**config.mk**
```make
export PLATFORM = sky130hd
export DESIGN_NAME = jt89_wrseq
export DESIGN_NICKNAME = d
export VERILOG_FILES = /design/src/rtl/jt89_wrseq_pkg.sv /design/src/rtl/jt89_wrseq_fifo.sv /design/src/rtl/jt89_wrseq.sv
export SDC_FILE = /design/constraint.sdc
export NUM_CORES = 1
export LEC_CHECK = 0
export CORE_MARGIN = 8
export CORE_UTILIZATION = 57
export CTS_BUF_LIST = sky130_fd_sc_hd__clkbuf_4
export CTS_CLUSTER_SIZE = 25
export DETAILED_ROUTE_END_ITERATION = 12
export PLACE_DENSITY_LB_ADDON = 0.2
export SKIP_CTS_REPAIR_TIMING = 1
export SYNTH_ARGS = -nofsm -noshare
export SYNTH_HDL_FRONTEND = slang
export SYNTH_SLANG_ARGS = --single-unit
```
**constraint.sdc**
```tcl
create_clock -name clk -period 4.29 [get_ports clk]
set_input_delay 1.0725 -clock clk [delete_from_list [all_inputs] [get_ports clk]]
set_output_delay 1.0725 -clock clk [all_outputs]
set_load 0.005 [all_outputs]
```
**src/rtl/jt89_wrseq_pkg.sv**
```systemverilog
// Shared definitions for the jt89 write sequencer: FSM encodings and FIFO entry sizing.
package jt89_wrseq_pkg;

    typedef enum logic [1:0] {
        ST_IDLE   = 2'd0,
        ST_STROBE = 2'd1,
        ST_GAP    = 2'd2
    } state_t;

    localparam int DATA_W = 8;

    // A queued entry is {data byte, wait field}.
    function automatic int entry_width(input int ww);
        return DATA_W + ww;
    endfunction

endpackage

```
**src/rtl/jt89_wrseq_fifo.sv**
```systemverilog
// Synchronous show-ahead FIFO for queued PSG write commands, with occupancy level.
module jt89_wrseq_fifo #(
    parameter int DEPTH = 16,
    parameter int W     = 16
) (
    input  logic                     clk,
    input  logic                     rst,
    input  logic                     push,
    input  logic [W-1:0]             wdata,
    input  logic                     pop,
    output logic [W-1:0]             rdata,
    output logic [$clog2(DEPTH):0]   level,
    output logic                     full,
    output logic                     empty
);
    localparam int AW = $clog2(DEPTH);
    localparam logic [AW:0] FULL_LVL = DEPTH[AW:0];

    logic [W-1:0]  mem [DEPTH];
    logic [AW-1:0] wptr;
    logic [AW-1:0] rptr;
    logic          do_push;
    logic          do_pop;

    assign full    = (level == FULL_LVL);
    assign empty   = (level == '0);
    assign do_push = push && !full;
    assign do_pop  = pop && !empty;
    assign rdata   = mem[rptr];

    // Storage is left unreset so it can map onto plain RAM.
    always_ff @(posedge clk) begin
        if (do_push) begin
            mem[wptr] <= wdata;
        end
    end

    always_ff @(posedge clk) begin
        if (rst) begin
            wptr  <= '0;
            rptr  <= '0;
            level <= '0;
        end else begin
            if (do_push) begin
                wptr <= wptr + 1'b1;
            end
            if (do_pop) begin
                rptr <= rptr + 1'b1;
            end
            case ({do_push, do_pop})
                2'b10:   level <= level + 1'b1;
                2'b01:   level <= level - 1'b1;
                default: level <= level;
            endcase
        end
    end

endmodule

```
**src/rtl/jt89_wrseq.sv**
```systemverilog
// PSG bus sequencer: clock-enable divider, enable-aligned PSG reset and a queued
// write strobe engine driving one jt89 instance.
module jt89_wrseq
    import jt89_wrseq_pkg::*;
#(
    parameter int DIV   = 4,
    parameter int DEPTH = 16,
    parameter int WW    = 8,
    parameter int WRLEN = 1
) (
    input  logic                   clk,
    input  logic                   rst,
    input  logic                   cmd_valid,
    output logic                   cmd_ready,
    input  logic [7:0]             cmd_data,
    input  logic [WW-1:0]          cmd_wait,
    output logic                   cen,
    output logic                   psg_rst,
    output logic                   wr_n,
    output logic [7:0]             din,
    output logic [$clog2(DEPTH):0] level,
    output logic                   ovf,
    output logic                   busy
);
    localparam int EW  = entry_width(WW);
    localparam int DCW = (DIV > 1) ? $clog2(DIV) : 1;
    localparam int CW  = (WW > $clog2(WRLEN + 1)) ? WW : $clog2(WRLEN + 1);
    localparam logic [DCW-1:0] DIV_LAST = DCW'(DIV - 1);
    localparam logic [CW-1:0]  WRLEN_M1 = CW'(WRLEN - 1);

    logic [DCW-1:0] div_cnt;
    logic [CW-1:0]  tick_cnt;
    logic [WW-1:0]  wait_q;
    state_t         state;

    logic           fifo_push;
    logic           fifo_pop;
    logic           fifo_full;
    logic           fifo_empty;
    logic [EW-1:0]  fifo_rdata;
    logic [7:0]     head_data;
    logic [WW-1:0]  head_wait;

    // cen is registered from the pre-edge count, so it lands one cycle after cnt hits DIV-1.
    always_ff @(posedge clk) begin
        if (rst) begin
            div_cnt <= '0;
            cen     <= 1'b0;
        end else begin
            cen     <= (div_cnt == DIV_LAST);
            div_cnt <= (div_cnt == DIV_LAST) ? '0 : div_cnt + 1'b1;
        end
    end

    always_ff @(posedge clk) begin
        if (rst) begin
            psg_rst <= 1'b1;
        end else if (cen) begin
            psg_rst <= 1'b0;
        end
    end

    assign cmd_ready = !fifo_full;
    assign fifo_push = cmd_valid && !fifo_full;
    assign fifo_pop  = cen && (state == ST_IDLE) && !fifo_empty && !psg_rst;
    assign head_data = fifo_rdata[EW-1:WW];
    assign head_wait = fifo_rdata[WW-1:0];
    assign busy      = (state != ST_IDLE) || !fifo_empty;

    always_ff @(posedge clk) begin
        if (rst) begin
            ovf <= 1'b0;
        end else if (cmd_valid && fifo_full) begin
            ovf <= 1'b1;
        end
    end

    jt89_wrseq_fifo #(
        .DEPTH (DEPTH),
        .W     (EW)
    ) u_fifo (
        .clk   (clk),
        .rst   (rst),
        .push  (fifo_push),
        .wdata ({cmd_data, cmd_wait}),
        .pop   (fifo_pop),
        .rdata (fifo_rdata),
        .level (level),
        .full  (fifo_full),
        .empty (fifo_empty)
    );

    always_ff @(posedge clk) begin
        if (rst) begin
            state    <= ST_IDLE;
            wr_n     <= 1'b1;
            din      <= 8'h00;
            tick_cnt <= '0;
            wait_q   <= '0;
        end else if (cen) begin
            case (state)
                ST_IDLE: begin
                    if (fifo_pop) begin
                        din      <= head_data;
                        wait_q   <= head_wait;
                        wr_n     <= 1'b0;
                        tick_cnt <= WRLEN_M1;
                        state    <= ST_STROBE;
                    end
                end
                ST_STROBE: begin
                    if (tick_cnt == '0) begin
                        wr_n <= 1'b1;
                        if (wait_q == '0) begin
                            state <= ST_IDLE;
                        end else begin
                            tick_cnt <= CW'(wait_q - 1'b1);
                            state    <= ST_GAP;
                        end
                    end else begin
                        tick_cnt <= tick_cnt - 1'b1;
                    end
                end
                ST_GAP: begin
                    if (tick_cnt == '0) begin
                        state <= ST_IDLE;
                    end else begin
                        tick_cnt <= tick_cnt - 1'b1;
                    end
                end
                default: state <= ST_IDLE;
            endcase
        end
    end

endmodule
```
**Word-level counts from Yosys, hierarchy flattened**

Memories as Yosys holds them, arrays and structs flattened. A register that Yosys moved wholly into a read port is not among the register bits.
Index checks and enable logic that the tools add are counted.

- Add/subtract/negate cells: 7
- Reductions and logical operators: 24
- Multiplexer cells: 16
- Eq/ne operators: 11

Operators with widths:

| kind | number |
|---|---|
| 2-to-1 mux 8 bit | 4 |
| one-hot mux 8 bit (3 select lines) | 1 |
| zero test 8 bit | 2 |
| subtractor 8 x 1 -> 8 bit (second input constant) | 2 |
| one-hot mux 5 bit (2 select lines) | 1 |
| adder 4 x 1 -> 4 bit (second input constant) | 2 |
| 2-to-1 mux 2 bit | 4 |
| AND reduction 4 bit | 2 |
| logical AND 1 bit | 7 |
| equality test 2 bit (second input constant) | 3 |
| != test 2 bit (second input constant) | 3 |
| one-hot mux 2 bit (3 select lines) | 1 |
| nonzero test 2 bit | 3 |
| adder 5 x 1 -> 5 bit (second input constant) | 1 |
| equality test 5 bit (second input constant) | 1 |
| zero test 5 bit | 1 |
| AND reduction 5 bit | 1 |
| subtractor 5 x 1 -> 5 bit (second input constant) | 1 |
| equality test 2 x 1 -> 1 bit (second input constant) | 2 |
| 2-to-1 mux 1 bit | 4 |
| zero test 1 bit | 3 |
| != test 3 bit (second input constant) | 1 |
| AND reduction 3 bit | 1 |
| nonzero test 3 bit | 1 |
| other kinds (6) | 6 |

- Memories: 1
- Output and inout port bits: 19
- Word-level logic and storage cells: 69
- Input bits: 19
- Register bits: 29
- Bits in writable memories: 256

Memory list:

| name | words | width | rd ports | clocked after memory_dff | write ports | line | RTL |
|---|---|---|---|---|---|---|---|
| u_fifo.mem | 16 | 16 | 1 | 1 | 1 | jt89_wrseq_fifo.sv:19 | `logic [W-1:0] mem [DEPTH];` |

**Longest topological paths before layout**

Gate-level depths: netlist (run 1).

- Depth after elaboration: 7
- Gate-level depth with buffers: 14
- Mapped depth without buffers: 13

**By module**

Synthesis (run 1) repeated with hierarchy kept, for this count alone.

- Cells, all modules: 703
- Area total of the unflattened synthesis: 12,520.8 um2

Modules (own cells, without submodules):

| module | times used | cells an instance | sequential area each (um2) | area each (um2) |
|---|---|---|---|---|
| jt89_wrseq_fifo | 1 | 482 | 8,027.7 | 10,776.6 |
| jt89_wrseq | 1 | 221 | 640.6 | 1,744.2 |

**Worst setup path after synthesis (run 1)**

Ideal clock, no wire load.

- Kind: input port to flip-flop
- From: input cmd_valid
- To: memory u_fifo.mem[3][0], enable pin
- Data arrival time: 2.884 ns
- Path buffers: 0
- Library setup time: 0.409 ns
- Required time: 3.881 ns
- Setup slack: 0.997 ns
- Cell stages on the path: 3
- Cells stage by stage: a21boi_1 > nand2_1 > nor3_1

- Longest elaborated chain between the ends: 4

Ends and longest elaborated chain:

| element | line | RTL |
|---|---|---|
| start: declaration | jt89_wrseq.sv:13 | `input logic cmd_valid,` |
| logical AND 1 bit | jt89_wrseq.sv:64 | `assign fifo_push = cmd_valid && !fifo_full;` |
| logical AND 1 bit | jt89_wrseq_fifo.sv:27 | `assign do_push = push && !full;` |
| 2-to-1 mux 1 bit | jt89_wrseq_fifo.sv:33 | `if (do_push) begin` |
| 2-to-1 mux 1 bit (not written as such) | jt89_wrseq_fifo.sv:34 | `mem[wptr] <= wdata;` |
| end: declaration | jt89_wrseq_fifo.sv:19 |  |

No other way between the ends.

**Worst setup path after layout (run 1)**

- From: register u_fifo.level[1]
- To: output busy

- Longest elaborated chain between the ends: 3

Ends and longest elaborated chain:

| element | line | RTL |
|---|---|---|
| start: declaration | jt89_wrseq_fifo.sv:12 | `output logic [$clog2(DEPTH):0] level,` |
| start signal: assignment | jt89_wrseq_fifo.sv:51 | `2'b10: level <= level + 1'b1;` |
| start signal: assignment | jt89_wrseq_fifo.sv:52 | `2'b01: level <= level - 1'b1;` |
| start signal: assignment | jt89_wrseq_fifo.sv:53 | `default: level <= level;` |
| zero test 5 bit | jt89_wrseq_fifo.sv:26 | `assign empty = (level == '0);` |
| zero test 1 bit | jt89_wrseq.sv:68 | `assign busy = (state != ST_IDLE) \|\| !fifo_empty;` |
| logical OR 1 bit | jt89_wrseq.sv:68 |  |
| end: declaration | jt89_wrseq.sv:23 | `output logic busy` |

No other way between the ends.

==> out/metrics.yaml, run 1 <==
clocking:
  clock_sinks: 301
  clock_latency_ns: 0.66
  clock_tree.root_cell: "clkbuf_4"
  clockBufferDepth: 3
  path_clk_slew_ns: 0.06
  htreeDepth: 3
  cts_tree: "yes"
  cts_buffers: 77
routing:
  dr.pass1.iters: 5
  drt_iter0_drc: 689
  totalWireLength_um: 27200
  wire_per_inst_um: 22.8
  ant_nets: 0
  vias: 7338
  drcViolationCount: 0
  vias_per_cell: 6.14
sta:
  fin_setup_tns_ns: 0
  clock.fmax_mhz: 298
  finalCritPeriodShare_pct: 78.2
  slew_headroom_pct: 32.9
  fin_crit_ns: 3.35
  setup_viol: 0
  finalMaxSlewViolations: 0
  worst_slew_pin_slew_ns: 1.00
  hold_viol_final: 0
  fin_skew_ns: 0.0309
  rsz0062_at_grt: "no"
yosys:
  syn_area_um2: 12200
  ys_seq_elements: 301
  syn-num-nets: 783
  synth_top_area_share_pct: 63.2
  synthTopCellsByCount: "edfxtp_1, mux2i_1, dfxtp_1, nand2_1, a21oi_1"
  postSynthAreaPerCell_um2: 16.3
  async_flop_share_pct: 0
  ys.warnings.count: 0
  synth-edff-count: 256
  synth_area_leaders: "edfxtp_1, dfxtp_1, mux4_2"
  ys_types: 51
  synth_ff_type: "edfxtp_1"
  syn-instance-count: 745
  ys_seq_area_share_pct: 70.6
  yosysMostFrequentCell: "edfxtp_1"
  synth_area_leader_cell: "edfxtp_1"
setup_path:
  path_max_fanout: 9
  crit_required_ns: 3.22
  crit_path_top_delay_cell: "nor4_2"
  start_kind: "register"
  worstPathArrival_ns: 2.28
  crit_buf_inv: 1
  cp-end-kind: "output pin"
  crit_path_max_incr_delay_ns: 0.60
  critical_path_class: "register to output pin"
  crit_chain: "nor4_2 -> nand2_1 -> clkdlybuf4s50_1"
  cp_top_family: "simple AND/OR/NAND/NOR gates"
power_and_ir_drop:
  power.density_nw_per_um2: 434
  ir_worst_vdd_mv: 0.262
  cellLeakagePower_nw: 4.67
  power_mw: 6.15
run_status:
  status: "completed"
grt:
  grt_overflow: 0
  grt_use_total_pct: 20.9
  grt_pass1_wl_um: 42300
  grt_start_max_net_pins: 41
  grt_pass1_vias: 7654
  antenna_found_initial: 1
floorplanning:
  fp.coreArea_um2: 21000
  num_rows: 53
  start_util_pct: 57.9
  die_w_um: 162
  die_h_um: 162
  die_area_um2: 26300
  ios: 38
place:
  io_buffers: 37
  hpwl_um: 15800
  gp_congestion: 0.831
cells_and_area:
  nFillCells: 1358
  nets: 893
  syn2layout_area_growth_pct: 16.5
  drive_gt1_share_pct: 23.7
job:
  maxCapViolations: 0
hold_path:
  hold_class: "register to register"
[final timing paths]
kind	start	end	slack (ns)	depth (start not counted)
setup / recovery	u_fifo.level[1]$_SDFFE_PP0P_	busy	0.94	3
hold / removal	div_cnt[0]$_SDFF_PP0_	div_cnt[0]$_SDFF_PP0_	0.46	1
setup reg to reg	u_fifo.level[1]$_SDFFE_PP0P_	u_fifo.level[4]$_SDFFE_PP0P_	0.95	12
hold reg to reg	div_cnt[0]$_SDFF_PP0_	div_cnt[0]$_SDFF_PP0_	0.46	1
[registers in the layout, indices dropped and copies added (netlist names), 2 cells and up]
register,cells
u_fifo.wptr,4
u_fifo.mem,256
u_fifo.rptr,4
div_cnt,2
tick_cnt,8
din,8
u_fifo.level,5
state,2
wait_q,8
[power by group]
group          internal (mW)  total, mW  switching (mW)
logic                 0.0614      0.165           0.104
clock network           1.63       2.76            1.13
registers               3.21       3.22          0.0158
[layout make-up]
| cell class | instances | area (µm²) | area share (%) |
|---|---|---|---|
| clock buffers | 112 | 841 | 5.93 |
| diodes | 1 | 2.50 | 0.0176 |
| multi-input cells | 390 | 3420 | 24.1 |
| flip-flops and latches | 301 | 8590 | 60.6 |
| well taps | 275 | 344 | 2.43 |
| repair buffers | 69 | 623 | 4.39 |
| inverters | 16 | 60.1 | 0.423 |
| clock inverters | 31 | 303 | 2.13 |
[layer usage]
| metal | up-vias | GRT usage [%] | wire length [µm] |
|---|---|---|---|
| li1 | 3260 | - | - |
| met1 | 3665 | 25.4 | 10700 |
| met2 | 349 | 35.6 | 13500 |
| met3 | 64 | 4.86 | 2190 |
| met4 | 0 | 8.59 | 768 |
| met5 | - | 0 | 0 |
[cells in the final DEF (no fill, tap or decap), types with 23 or more instances in the layout]
| cell type | synthesis | layout |
|---|---|---|
| clkbuf_4 | 0 | 112 |
| mux2i_1 | 67 | 67 |
| edfxtp_1 | 256 | 256 |
| buf_4 | 0 | 31 |
| nand2_1 | 40 | 40 |
| dfxtp_1 | 45 | 43 |
| clkdlybuf4s50_1 | 0 | 37 |
| a21oi_1 | 39 | 39 |
| mux4_2 | 32 | 32 |
| a221oi_1 | 36 | 36 |
| clkinv_1 | 2 | 23 |
[cell families after synthesis]
family	count (synthesis)	share of synthesized area (%)
multiplexers	99	11.4
AO/OA/AOI/OAI	146	8.48
AND/OR/NAND/NOR	110	4.56
XOR/XNOR	16	1.15
buffers and inverters	54	1.87
adder cells (fa/ha/maj)	19	1.95
flip-flops	301	70.6
[stage by stage]
stage,std cells,hold slack [ns],util (%),worst slack [ns],cell area [µm²]
floorplan,745,0.408,-,0.997,12200
global placement,1051,0.416,62.0,0.676,13000
detailed placement,1051,0.443,62.0,0.569,13000
CTS,1194,0.455,67.5,0.873,14200
global route,1195,0.482,67.5,0.784,14200
finish,1195,0.456,67.5,0.936,14200
[worst register-to-register path: cells and delay by family, from the launching register on]
family / cells / cell delay [ns]
AO/OA/AOI/OAI: 5 / 0.87
buffers and inverters: 2 / 0.28
XOR/XNOR: 1 / 0.20
AND/OR/NAND/NOR: 2 / 0.92
flip-flops: 1 / 0.41
adder cells (fa/ha/maj): 2 / 0.58
Power figures use the tool's default switching activity.
==> run 2, diff against run 1 <==
==> constraint.sdc (replaced) <==
create_clock -name clk -period 2.75 [get_ports clk]
set_input_delay 0.6875 -clock clk [delete_from_list [all_inputs] [get_ports clk]]
set_output_delay 0.6875 -clock clk [all_outputs]
set_load 0.005 [all_outputs]
==> out/metrics.yaml, run 2 (same netlist as run 1, synthesis figures left out) <==
run_status:
  status: "completed"
setup_path:
  crit_required_ns: 3.34  # +0.12 ns
  cp-end-kind: "register"
  path_max_fanout: 7  # -2
  rrSetupSlack_ns: 0.07  # -0.88 ns
  critical_path_class: "register to register"
  path_common_cell: "buf_4"
  crit_path_max_incr_delay_ns: 0.45  # -0.15 ns
  start_kind: "register"
  worstPathArrival_ns: 3.28  # +1.00 ns
  crit_buf_inv: 3  # +2
  reg2reg_from: "u_fifo.level[3]$_SDFFE_PP0P_"
  crit_chain: "nor4_4 -> buf_4 -> a21boi_1 -> inv_1 -> ha_2 -> buf_4 -> ha_1 -> o21ai_0 -> o22ai_1 -> a221oi_2 -> or3_1 -> a21oi_1"
  cp_top_family: "compound AO/OA/AOI/OAI gates"
  startpoint: "u_fifo.level[3]$_SDFFE_PP0P_"
  crit_path_top_delay_cell: "dfxtp_1"
clocking:
  clock_sinks: 301  # unchanged
  clock_tree.root_cell: "clkbuf_4"
  cts_buffers: 77  # unchanged
  clock_latency_ns: 0.70  # +0.04 ns
  htreeDepth: 3  # unchanged
  clockBufferDepth: 3  # unchanged
  path_clk_slew_ns: 0.07  # about the same
  cts_tree: "yes"
routing:
  drt_iter0_drc: 649  # -5.8%
  totalWireLength_um: 27700  # +1.9%
  vias_per_cell: 6.08  # -1.0%
  wire_per_inst_um: 23.1  # +1.5%
  dr.pass1.iters: 6  # +1
  ant_nets: 0  # unchanged
  vias: 7287  # -0.70%
  drcViolationCount: 0  # unchanged
place:
  io_buffers: 37  # unchanged
  postPlaceCellArea_um2: 13400  # +2.5%
  hpwl_um: 16300  # +3.1%
  dp_slack_ns: -0.429  # -0.999 ns
  dpl.cell_count: 1064  # +1.2%
  gp_congestion: 0.965  # +16%
floorplanning:
  die_area_um2: 26300  # unchanged
  die_w_um: 162  # unchanged
  ios: 38  # unchanged
  fp.coreArea_um2: 21000  # unchanged
  num_rows: 53  # unchanged
  start_util_pct: 57.9  # unchanged
  die_h_um: 162  # unchanged
cells_and_area:
  fin_cells: 1199  # +0.33%
  nets: 906  # +1.5%
  final_cell_mix: "edfxtp_1, clkbuf_4, mux2i_1"
  final_common_cell: "edfxtp_1"
  nFillCells: 1373  # +1.1%
  syn2layout_area_growth_pct: 18.4
  largest_reg_flops: 256  # unchanged
  seqCellArea_um2: 8600  # about the same
  final_area_um2: 14400  # +1.6%
  drive_gt1_share_pct: 25.9  # +2.1 points
  antenna_cells: 0  # -1
  multi_input_area_um2: 3440  # +0.81%
  top_register: "u_fifo.mem"
power_and_ir_drop:
  intPower_mw: 7.21  # +47%
  p_sw_mw: 1.92  # +53%
  cellLeakagePower_nw: 4.73  # +1.4%
  combPwrFrac_pct: 3.0  # +0.3 points
  ir_worst_vdd_mv: 0.393  # +50%
  power_frac_seq_pct: 55.1  # +2.7 points
  swShare_pct: 21.0  # +0.66 points
  power.density_nw_per_um2: 633  # +46%
  clkPwrFrac_pct: 42.0  # -2.9 points
grt:
  grt_start_max_net_pins: 35  # -15%
  grt_use_total_pct: 21.5  # +0.60 points
  grt-busiest-layer: "met2"
  antenna_found_initial: 0  # -1
  grt_pass1_wl_um: 43000  # +1.6%
  met3_usage_pct: 3.97  # -0.89 points
  grt_overflow: 0  # unchanged
  met2_usage_pct: 36.7  # +1.1 points
  grt_pass1_vias: 7731  # +1.0%
  met1_usage_pct: 26.0  # +0.65 points
sta:
  fin_crit_ns: 2.68
  clock.fmax_mhz: 373
  finalMaxSlewViolations: 0  # unchanged
  finalCritPeriodShare_pct: 97.5
  setup_viol: 0  # unchanged
  worst_slew_pin_slew_ns: 0.780  # -0.224 ns
  rsz0062_at_grt: "yes"
  slew_headroom_pct: 48.0  # +15 points
  hold_viol_final: 0  # unchanged
  fin_skew_ns: 0.0462  # +0.0153 ns
  worst_slack_ns: 0.0684  # -0.868 ns
hold_path:
  hold_class: "register to register"
  holdCritStartpoint: "div_cnt[0]$_SDFF_PP0_"
job:
  maxCapViolations: 0  # unchanged
## run 2: cell count changes in the layout (fill, tap and decap cells not counted), moves of 3 or more
cell,before,now
buf_4,31,25
clkinv_1,23,17
buf_12,1,19
clkbuf_4,112,107
clkinv_2,2,5
ha_1,19,16
dfxtp_2,1,4
dfxtp_1,43,39
bufinv_16,7,3
## run 2: path summary, 6_finish.rpt
check,depth (start not counted),end
setup / recovery,12,u_fifo.level[4]$_SDFFE_PP0P_
hold / removal,1,div_cnt[0]$_SDFF_PP0_
setup reg to reg,12,u_fifo.level[4]$_SDFFE_PP0P_
hold reg to reg,1,div_cnt[0]$_SDFF_PP0_
## run 2: stage by stage
stage | setup TNS, ns | power (mW) | util, % | hold slack, ns
finish | 0 | 9.13 | 68.6 | 0.444
global route | -0.0561 | 9.48 | 68.6 | 0.471
CTS | -0.177 | 9.23 | 68.4 | 0.445
detailed placement | -0.636 | 5.40 | 63.6 | 0.437
global placement | -0.294 | 5.38 | 63.6 | 0.415
floorplan | -0.158 | 5.24 | - | 0.408
## run 2: layer usage
metal  up-vias  part of all wire, %
li1       3274                    -
met1      3658                   40
met2       289                   51
met3        66                  5.2
met4         0                  3.4
met5         -                    0
## run 2: area by class of cell
class,instances,area share (%)
clock buffer,107,5.57
clock inverter,28,1.43
inverter,16,0.425
multi-input combinational,390,23.9
sequential,301,59.7
tap,275,2.39
timing repair buffer,82,6.62
## run 2: power by group through the flow
| stage | clock, mW | sequential (mW) | combinational (mW) |
|---|---|---|---|
| 6_report | 3.83 | 5.03 | 0.269 |
| 5_1_grt | 4.16 | 5.03 | 0.294 |
| 4_1_cts | 3.93 | 5.03 | 0.271 |
| 3_5_place_dp | 0 | 5.13 | 0.270 |
| 3_3_place_gp | 0 | 5.12 | 0.256 |
| 2_1_floorplan | 0 | 5.12 | 0.117 |
==> run 3, diff against run 2 <==
--- a/config.mk
+++ b/config.mk
@@ -5,6 +5,7 @@
 export SDC_FILE = /design/constraint.sdc
 export NUM_CORES = 1
 export LEC_CHECK = 0
+export CAP_MARGIN = 5
 export CORE_MARGIN = 8
 export CORE_UTILIZATION = 57
 export CTS_BUF_LIST = sky130_fd_sc_hd__clkbuf_4
==> results of run 3 <==
No change in the layout: final DEF, timing and power equal those of run 2.
